==> src/rtl/conv_sequencer.sv <==
// Convolution sequencer: preloads N kernels into per-kernel shift registers, then walks
// every KxK window of a WxW activation map at stride S, one PE-array handshake per window.
module conv_sequencer #(
   parameter int ADDR_W      = 16,
   parameter int SIZE_W      = 8,
   parameter int MAX_KERNELS = 6,
   parameter int CNT_W       = 4
)(
   input  logic                   clk,
   input  logic                   reset,
   input  logic                   i_start,
   input  logic                   i_abort,
   input  logic [SIZE_W-1:0]      i_size_act,
   input  logic [SIZE_W-1:0]      i_size_kernel,
   input  logic [CNT_W-1:0]       i_num_kernels,
   input  logic [1:0]             i_stride,
   input  logic                   i_pe_done,
   output logic [ADDR_W-1:0]      o_address_kernel,
   output logic                   o_enable_kernel_sram,
   output logic [MAX_KERNELS-1:0] o_enable_kernel_shift_reg,
   output logic [ADDR_W-1:0]      o_address_act,
   output logic                   o_enable_act_sram,
   output logic                   o_act_valid,
   output logic                   o_enable_pe_array,
   output logic [MAX_KERNELS-1:0] o_enable_pe_array_line,
   output logic [SIZE_W-1:0]      o_win_row,
   output logic [SIZE_W-1:0]      o_win_col,
   output logic                   o_busy,
   output logic                   o_done,
   output logic                   o_cfg_err
);
   localparam int SW1 = SIZE_W + 1;

   typedef enum logic [2:0] {S_IDLE, S_LOAD_K, S_FETCH_WIN, S_COMPUTE, S_FINISH} state_t;

   state_t                 r_state, w_next;
   logic [SIZE_W-1:0]      r_w, r_k, r_i, r_j, r_row, r_col;
   logic [CNT_W-1:0]       r_n, r_kidx;
   logic [1:0]             r_s;
   logic [ADDR_W-1:0]      r_kk, r_total, r_kaddr, r_kin;
   logic                   r_kdrain, r_act_valid, r_pulsed, r_cfg_err;
   logic [MAX_KERNELS-1:0] r_shift, r_line, w_mask;

   logic                   w_cfg_bad, w_ksram, w_fetch, w_k_last, w_fetch_last;
   logic                   w_pe_pulse, w_pe_accept, w_col_wrap, w_row_wrap;
   logic [SIZE_W-1:0]      w_lim;
   logic [SW1-1:0]         w_col_nx, w_row_nx;
   logic [ADDR_W-1:0]      w_kk, w_total, w_act_addr;

   assign w_cfg_bad = (i_size_kernel == '0) || (i_size_kernel > i_size_act) ||
                      (i_num_kernels == '0) || (i_num_kernels > CNT_W'(MAX_KERNELS)) ||
                      (i_stride == 2'd0);
   assign w_kk      = ADDR_W'(i_size_kernel) * ADDR_W'(i_size_kernel);
   assign w_total   = w_kk * ADDR_W'(i_num_kernels);

   assign w_ksram      = (r_state == S_LOAD_K) && !r_kdrain;
   assign w_fetch      = (r_state == S_FETCH_WIN);
   assign w_k_last     = (r_kaddr == r_total - ADDR_W'(1));
   assign w_fetch_last = (r_i == r_k - SIZE_W'(1)) && (r_j == r_k - SIZE_W'(1));
   assign w_act_addr   = ADDR_W'(r_row + r_i) * ADDR_W'(r_w) + ADDR_W'(r_col + r_j);

   // The PE start fires once the last activation word has landed; pe_done is only
   // meaningful after that pulse.
   assign w_pe_pulse  = (r_state == S_COMPUTE) && !r_act_valid && !r_pulsed;
   assign w_pe_accept = (r_state == S_COMPUTE) && r_pulsed && i_pe_done && !i_abort;

   assign w_lim      = r_w - r_k;
   assign w_col_nx   = {1'b0, r_col} + SW1'(r_s);
   assign w_row_nx   = {1'b0, r_row} + SW1'(r_s);
   assign w_col_wrap = w_col_nx > {1'b0, w_lim};
   assign w_row_wrap = w_row_nx > {1'b0, w_lim};

   always_comb begin
      w_mask = '0;
      for (int j = 0; j < MAX_KERNELS; j++)
         w_mask[j] = (CNT_W'(j) < i_num_kernels);
   end

   always_comb begin
      w_next                    = r_state;
      o_address_kernel          = w_ksram ? r_kaddr : '0;
      o_enable_kernel_sram      = w_ksram;
      o_enable_kernel_shift_reg = r_shift;
      o_address_act             = w_fetch ? w_act_addr : '0;
      o_enable_act_sram         = w_fetch;
      o_act_valid               = r_act_valid;
      o_enable_pe_array         = w_pe_pulse;
      o_enable_pe_array_line    = r_line;
      o_win_row                 = r_row;
      o_win_col                 = r_col;
      o_busy                    = (r_state != S_IDLE);
      o_done                    = (r_state == S_FINISH);
      o_cfg_err                 = r_cfg_err;
      case (r_state)
         S_IDLE:      if (i_start) w_next = w_cfg_bad ? S_FINISH : S_LOAD_K;
         S_LOAD_K:    if (r_kdrain) w_next = S_FETCH_WIN;
         S_FETCH_WIN: if (w_fetch_last) w_next = S_COMPUTE;
         S_COMPUTE:   if (w_pe_accept) w_next = (w_col_wrap && w_row_wrap) ? S_FINISH : S_FETCH_WIN;
         S_FINISH:    w_next = S_IDLE;
         default:     w_next = S_IDLE;
      endcase
      if (i_abort && r_state != S_IDLE) w_next = S_IDLE;
   end

   always_ff @(posedge clk or posedge reset) begin
      if (reset) begin
         r_state     <= S_IDLE;
         r_w         <= '0;
         r_k         <= '0;
         r_n         <= '0;
         r_s         <= '0;
         r_kk        <= '0;
         r_total     <= '0;
         r_kaddr     <= '0;
         r_kin       <= '0;
         r_kidx      <= '0;
         r_kdrain    <= 1'b0;
         r_shift     <= '0;
         r_i         <= '0;
         r_j         <= '0;
         r_row       <= '0;
         r_col       <= '0;
         r_act_valid <= 1'b0;
         r_pulsed    <= 1'b0;
         r_line      <= '0;
         r_cfg_err   <= 1'b0;
      end else begin
         r_state     <= w_next;
         r_shift     <= (w_ksram && !i_abort) ? (MAX_KERNELS'(1) << r_kidx) : '0;
         r_act_valid <= w_fetch && !i_abort;
         if (w_next == S_FINISH || w_next == S_IDLE) r_line <= '0;
         case (r_state)
            S_IDLE: if (i_start) begin
               r_w       <= i_size_act;
               r_k       <= i_size_kernel;
               r_n       <= i_num_kernels;
               r_s       <= i_stride;
               r_kk      <= w_kk;
               r_total   <= w_total;
               r_cfg_err <= w_cfg_bad;
               r_kaddr   <= '0;
               r_kin     <= '0;
               r_kidx    <= '0;
               r_kdrain  <= 1'b0;
               r_i       <= '0;
               r_j       <= '0;
               r_row     <= '0;
               r_col     <= '0;
               r_pulsed  <= 1'b0;
               if (!w_cfg_bad) r_line <= w_mask;
            end
            S_LOAD_K: if (!r_kdrain) begin
               r_kaddr <= r_kaddr + ADDR_W'(1);
               if (r_kin == r_kk - ADDR_W'(1)) begin
                  r_kin  <= '0;
                  r_kidx <= r_kidx + CNT_W'(1);
               end else begin
                  r_kin  <= r_kin + ADDR_W'(1);
               end
               if (w_k_last) r_kdrain <= 1'b1;
            end
            S_FETCH_WIN: begin
               r_pulsed <= 1'b0;
               if (r_j == r_k - SIZE_W'(1)) begin
                  r_j <= '0;
                  r_i <= (r_i == r_k - SIZE_W'(1)) ? '0 : r_i + SIZE_W'(1);
               end else begin
                  r_j <= r_j + SIZE_W'(1);
               end
            end
            S_COMPUTE: begin
               if (w_pe_pulse) r_pulsed <= 1'b1;
               if (w_pe_accept) begin
                  r_pulsed <= 1'b0;
                  if (w_col_wrap) begin
                     r_col <= '0;
                     if (!w_row_wrap) r_row <= w_row_nx[SIZE_W-1:0];
                  end else begin
                     r_col <= w_col_nx[SIZE_W-1:0];
                  end
               end
            end
            default: ;
         endcase
      end
   end
endmodule

==> config.mk <==
export PLATFORM = sky130hd
export DESIGN_NAME = conv_sequencer
export DESIGN_NICKNAME = d
export VERILOG_FILES = /design/src/rtl/conv_sequencer.sv
export SDC_FILE = /design/constraint.sdc
export NUM_CORES = 1
export LEC_CHECK = 0
export BUFFER_PORTS_ARGS = -buffer_cell sky130_fd_sc_hd__buf_2
export CAP_MARGIN = 15
export CORE_UTILIZATION = 45
export CTS_BUF_LIST = sky130_fd_sc_hd__clkbuf_4 sky130_fd_sc_hd__clkbuf_8 sky130_fd_sc_hd__clkbuf_16
export CTS_CLUSTER_DIAMETER = 30
export DETAILED_ROUTE_END_ITERATION = 12
export PLACE_DENSITY_LB_ADDON = 0.05
export SLEW_MARGIN = 20
export SYNTH_ARGS = -nofsm -noshare
export SYNTH_HDL_FRONTEND = slang
export SYNTH_SLANG_ARGS = --single-unit
==> constraint.sdc <==
create_clock -name clk -period 9.9 [get_ports clk]
set_clock_uncertainty 0.1 [all_clocks]
set_input_delay 1.485 -clock clk [delete_from_list [all_inputs] [get_ports clk]]
set_output_delay 1.485 -clock clk [all_outputs]
set_load 0.01 [all_outputs]
==> flow_summary.toml, run 1 <==
[logic_synthesis]
synth-edff-count = 0
netlist_instances = 1708
avgSynthCellArea_sq_um = 8.623
ys_seq_area_frac = 0.2294
yosys_most_used_dff = "dfrtp_1"
ys_types = 76
netlist_area_sq_mm = 0.01473
ys_ff_latch = 135
synth.most_common_cell = "inv_1"
yosysTopAreaCellShare = 0.2294
synth_area_leaders = "dfrtp_1 23%, fa_1 14%, ha_1 13%, inv_1 5.6%, nand2_1 5.4%"
async_reset_ff_frac = 1.000
synth_common_cells = "218 x inv_1, 210 x nand2_1, 148 x ha_1"
synth_area_leader_cell = "dfrtp_1"
yosys_warnings = 0
syn_nets = 1986

[critical_path]
endpoint_kind = "output pin"
worst-setup-path-type = "register to output pin"
required_ns = 8.32
r2r-start = "r_k[0]"
crit_start = "r_i[0]"
path_max_fanout = 8
cp-start-kind = "register"
critPathArrivalTime_ns = 7.27

[finish]
drive_gt1_frac = 0.08408
fin_cells = 2219
nFillCells = 3085
syn2layout_area_growth_pct = 9.957
top_regs = "r_kaddr x16, r_kin x16, r_total x16"
fin_nets = 2049
diodes = 0

[cts]
clkTransAtPathRegs_ns = 0.06
hold_buffers = 0
cts.sinks = 135
clock_latency_ns = 0.43
htree_levels = 4
cts_resized = 0
clock_path_buffers = 2
postCtsSetupRepairBufs = 0
cts_buffers = 17
cts_tree = "built"
root_buffer = "clkbuf_16"

[routing]
routedWlPerCell_microns = 16.90
drtPass1Iterations = 5
viasPerCell = 5.379
drc = 0
vias = 11940
ant_nets = 0
routed_wl_mm = 37.51
drt_iter0_drc = 574

[floorplan]
coreArea_sq_mm = 0.03188
start_util = 0.4620
io-pin-count = 94
die_x_microns = 182.9
die_height_microns = 182.9
num_rows = 65
dieArea_sq_mm = 0.03346

[timing]
whs_ns = 0.3932
hold_viol = 0
max_clock_freq_ghz = 0.1129
rsz0062_at_grt = "false"
finalMaxSlewViolations = 0
worst_pin_slew_ns = 1.018
tns_ns = 0
setup_viol = 0
slew-limit-headroom = 0.3154
period_needed_ns = 8.854
fin_crit_sh = 0.8944

[power_and_ir_drop]
switching_power_w = 0.001584
pwr-share-seq = 0.220
clkPwrFrac = 0.197
power_density_mw_per_mm2 = 220.0
p_leak_nw = 8.116
combPwrFrac = 0.583
irDropWorstVdd_mv = 0.3587
p_sw_frac = 0.4445
intPower_w = 0.001979

[grt]
busiest_layer = "met2"
antenna_found_initial = 0
use_met2 = 0.4005
grt_max_degree = 92
track_usage = 0.2368
grt_util_met1 = 0.3257
gr-usage-met3 = 0.02859
grt_pass1_vias = 11820
grt_pass1_wl_mm = 62.37
grt_overflow = 0

[worst_hold_path]
holdCritPathClass = "register to register"
hp-start = "o_cfg_err"

[run]
maxCapViolCount = 0

[placement]
place_congestion = 0.8352
port_buffers = 93
dp_hpwl_mm = 29.31
dp.cells = 2187

[run_status]
outcome = "completed"
==> layer usage <==
metal / vias up / wire length, microns / share of wire
met5: - / 0 / 0
met4: 0 / 448 / 0.012
met3: 24 / 1236 / 0.033
met2: 197 / 17530 / 0.47
met1: 5851 / 18290 / 0.49
li1: 5865 / - / -
==> kinds of logic after synthesis <==
logic type,synth area share
simple gates,0.2092
compound gates,0.1264
xor+xnor,0.08920
flops,0.2294
mux,0.009005
fa+ha+maj,0.2657
buf+inv,0.07102
==> stage by stage <==
stage	setup slack, ns	area [sq um]	utilization	power [W]
global placement	1.620	15560	0.4880	0.002848
CTS	0.9809	16190	0.5080	0.003604
detailed placement	1.452	15560	0.4880	0.002879
global route	0.6044	16190	0.5080	0.003938
floorplan	2.103	14730	-	0.002408
finish	1.046	16190	0.5080	0.003563
==> path summary, 6_finish.rpt <==
path | to | slack [ns] | cells after the start
min reg2reg | o_cfg_err | 0.39 | 1
max in group asynchronous | r_total[8] | 7.46 | 3
min | o_cfg_err | 0.39 | 1
max | o_address_act[15] | 1.05 | 24
min in group asynchronous | r_kin[7] | 1.11 | 2
max reg2reg | o_enable_pe_array_line[4] | 5.24 | 17
==> layout by cell type, fill, tap and decap left out, types with 45 or more instances in the layout <==
| cell | synthesis | final |
|---|---|---|
| a21oi_1 | 56 | 56 |
| buf_2 | 1 | 93 |
| o21ai_0 | 107 | 107 |
| nand3_1 | 47 | 47 |
| nand2_1 | 210 | 209 |
| dfrtp_1 | 135 | 135 |
| xor2_1 | 45 | 45 |
| nor2_1 | 80 | 80 |
| fa_1 | 103 | 103 |
| ha_1 | 148 | 148 |
| inv_1 | 218 | 217 |
| xnor2_1 | 74 | 74 |
| and2_1 | 93 | 92 |
==> layout make-up <==
| class | instances | area (sq um) | share of cell area |
|---|---|---|---|
| Inverter | 218 | 823.3 | 0.05084 |
| Clock buffer | 19 | 446.7 | 0.02758 |
| Multi-Input combinational cell | 1301 | 10310 | 0.6365 |
| Sequential cell | 135 | 3378 | 0.2086 |
| Timing Repair Buffer | 98 | 503.0 | 0.03106 |
| Tap cell | 435 | 544.3 | 0.03361 |
| Clock inverter | 13 | 191.4 | 0.01182 |
==> worst max-delay path, stage by stage (launching register included) <==
cell      delay, ns
dfrtp_1        0.44
ha_1           0.24
fa_1           0.41
a21o_1         0.20
a21oi_1        0.23
o21bai_1       0.11
a21oi_1        0.23
xnor2_1        0.33
nand2_1        0.17
fa_1           0.52
fa_1           0.53
inv_1          0.05
fa_1           0.46
fa_1           0.54
inv_1          0.05
fa_1           0.49
inv_1          0.04
ha_1           0.32
or3_1          0.11
o21ai_0        0.09
a211oi_1       0.34
o21ai_0        0.25
a22oi_1        0.33
mux2i_1        0.21
buf_2          0.14
==> power by group through the flow <==
stage          Combinational (W)  Clock (W)  Sequential [W]
2_1_floorplan            0.00170          0        0.000713
3_3_place_gp             0.00206          0        0.000793
3_5_place_dp             0.00208          0        0.000794
4_1_cts                  0.00210   0.000718        0.000784
5_1_grt                  0.00240   0.000738        0.000801
6_report                 0.00208   0.000702        0.000784
Note: power is estimated with default switching activity, not from simulation.
==> run 2, diff against run 1 <==
--- a/config.mk
+++ b/config.mk
@@ -5,6 +5,7 @@
 export SDC_FILE = /design/constraint.sdc
 export NUM_CORES = 1
 export LEC_CHECK = 0
+export ABC_AREA = 1
 export BUFFER_PORTS_ARGS = -buffer_cell sky130_fd_sc_hd__buf_2
 export CAP_MARGIN = 15
 export CORE_UTILIZATION = 45
==> run 2 against run 1 <==
Worst hold slack got worse by 0.017 ns. Clock power is 2% lower. Routed wire length up 10%. Non-clock buffer count is the same. Cell area is 4.3% higher. Power rose by 17%. Global-route usage up 1.3 points. Critical endpoint unchanged. Largest power group unchanged.
==> flow_summary.toml, run 2 <==
[logic_synthesis]
yosys.area_share.adder = 0.2546
synth-edff-count = 0
synth_area_leader_cell = "dfrtp_1"
ys_types = 51
netlist_area_sq_mm = 0.01537
yosys-mux-area-fraction = 0
yosys_most_used_dff = "dfrtp_1"
yosysTopAreaCellShare = 0.2198
synth_compound_area_frac = 0.09792
netlist_instances = 2099
async_reset_ff_frac = 1.000
ys_seq_area_frac = 0.2198
synth.most_common_cell = "nand2_1"
synth_area_leaders = "dfrtp_1 22%, fa_1 13%, ha_1 12%, nand2_1 11%, inv_1 9.8%"
synthXorXnorAreaFrac = 0.06048
yosys_warnings = 0
synth_common_cells = "459 x nand2_1, 402 x inv_1, 197 x nor2_1"
syn_nets = 2377
synth_top_family_by_area = "adder cells"
avgSynthCellArea_sq_um = 7.324
ys_ff_latch = 135
yosys.area_share.simple = 0.2539

[critical_path]
worst_path_max_delay_cell = "fa_1"
worst-setup-path-type = "register to output pin"
rr_endpoint = "o_win_row[2]"
worst-r2r-cell-count = 21
cp-start-kind = "register"
critPathArrivalTime_ns = 6.94
cp_top_family = "adder cells"
crit_path_frequent_cell = "nand2_1"
r2r_slack_ns = 5.92
endpoint_kind = "output pin"
r2r-start = "r_w[0]"
cpPeakStageDelay_ns = 0.52
path_max_fanout = 6
cp_num_buf_inv = 8
required_ns = 8.32

[grt]
grt_max_degree = 69
track_usage = 0.2494
grt_overflow = 0
grt_pass1_wl_mm = 70.04
grt_pass1_vias = 13550
antenna_found_initial = 0

[finish]
seq_area_sq_mm = 0.003378
mostFrequentLayoutCells = "458 x nand2_1, 401 x inv_1, 197 x nor2_1"
final_common_cell = "nand2_1"
syn2layout_area_growth_pct = 9.906
top_regs = "r_kaddr x16, r_kin x16, r_total x16"
fin_cells = 2638
drive_gt1_frac = 0.09361
multi_input_area_sq_mm = 0.01026
fin_nets = 2455
nFillCells = 3364
diodes = 0

[cts]
clock_latency_ns = 0.44
cts_buffers = 17
htree_levels = 4
root_buffer = "clkbuf_16"
hold_buffers = 0
cts.sinks = 135
postCtsSetupRepairBufs = 0
cts_resized = 0
clock_path_buffers = 2
cts_tree = "built"
clkTransAtPathRegs_ns = 0.06

[worst_hold_path]
holdCritPathClass = "register to register"
holdPathEnd = "o_enable_pe_array_line[0]"
holdPathStages = 2
hp-start = "o_enable_pe_array_line[0]"

[timing]
finalMaxSlewViolations = 0
setup_viol = 0
period_needed_ns = 8.523
fin_crit_sh = 0.8609
worst_pin_slew_ns = 0.9323
rsz0062_at_grt = "false"
max_clock_freq_ghz = 0.1173
tns_ns = 0
hold_viol = 0
whs_ns = 0.3759
slew-limit-headroom = 0.3785

[floorplan]
die_height_microns = 186.8
dieArea_sq_mm = 0.03490
coreArea_sq_mm = 0.03353
start_util = 0.4584
num_rows = 67
io-pin-count = 94
die_x_microns = 186.8

[routing]
drc = 0
drt_iter0_drc = 846
drtPass1Iterations = 5
vias = 13540
routed_wl_mm = 41.41
viasPerCell = 5.132
routedWlPerCell_microns = 15.70
ant_nets = 0

[power_and_ir_drop]
irDropWorstVdd_mv = 0.4718
power_density_mw_per_mm2 = 247.8
power_w = 0.004186
p_leak_nw = 9.141

[run]
maxCapViolCount = 0

[placement]
port_buffers = 93
dp.cells = 2606
dp_hpwl_mm = 33.34
place_congestion = 0.8818

[run_status]
outcome = "completed"
[run 2: how the worst max path moves through the flow]
stage	to	cells after the start	startpoint	slack [ns]
2_1_floorplan	o_address_act[15]	35	o_win_row[0]	2.41
6_report	o_address_act[15]	36	o_win_row[0]	1.38
5_1_grt	o_address_act[15]	36	o_win_row[0]	0.78
3_3_place_gp	o_address_act[15]	36	o_win_row[0]	2.00
4_1_cts	o_address_act[15]	36	o_win_row[0]	1.37
3_5_place_dp	o_address_act[15]	36	o_win_row[0]	1.85
[run 2: kinds of logic after synthesis]
group                    Yosys count
adder cells (fa/ha/maj)          251
flip-flops                       135
buffers and inverters            457
AO/OA/AOI/OAI                    262
AND/OR/NAND/NOR                  891
XOR/XNOR                         103
[run 2: area by class of cell]
type                    count  share of cell area
well taps                 448             0.03318
inverters                 418             0.09316
repair buffers             98             0.02977
multi-input cells        1507              0.6072
clock buffers              19             0.02681
flip-flops and latches    135              0.2000
clock inverters            13            0.009924
[run 2: power by group]
group	switching (W)	internal (W)
Clock	0.000277	0.000413
Combinational	0.00170	0.000958
Sequential	0.000188	0.000655
[run 2: tightest hold or removal path, stage by stage (launching register included)]
cell and delay [ns]:
dfrtp_1 0.35, nand2_1 0.05, nand2_1 0.05
[run 2: routing by layer]
layer / up-vias / GRT usage / part of all wire
met3: 43 / 0.02364 / 0.025
met5: - / 0 / 0
met1: 6507 / 0.3320 / 0.47
met4: 0 / 0.05801 / 0.017
met2: 211 / 0.4367 / 0.49
li1: 6776 / - / -
[run 2: per-stage QoR]
stage | utilization | setup WS [ns] | instance area, sq um
after floorplan | - | 2.405 | 15370
after global placement | 0.4853 | 2.003 | 16270
after detailed placement | 0.4853 | 1.851 | 16270
after CTS | 0.5038 | 1.371 | 16900
after global routing | 0.5038 | 0.7840 | 16900
final | 0.5038 | 1.377 | 16900
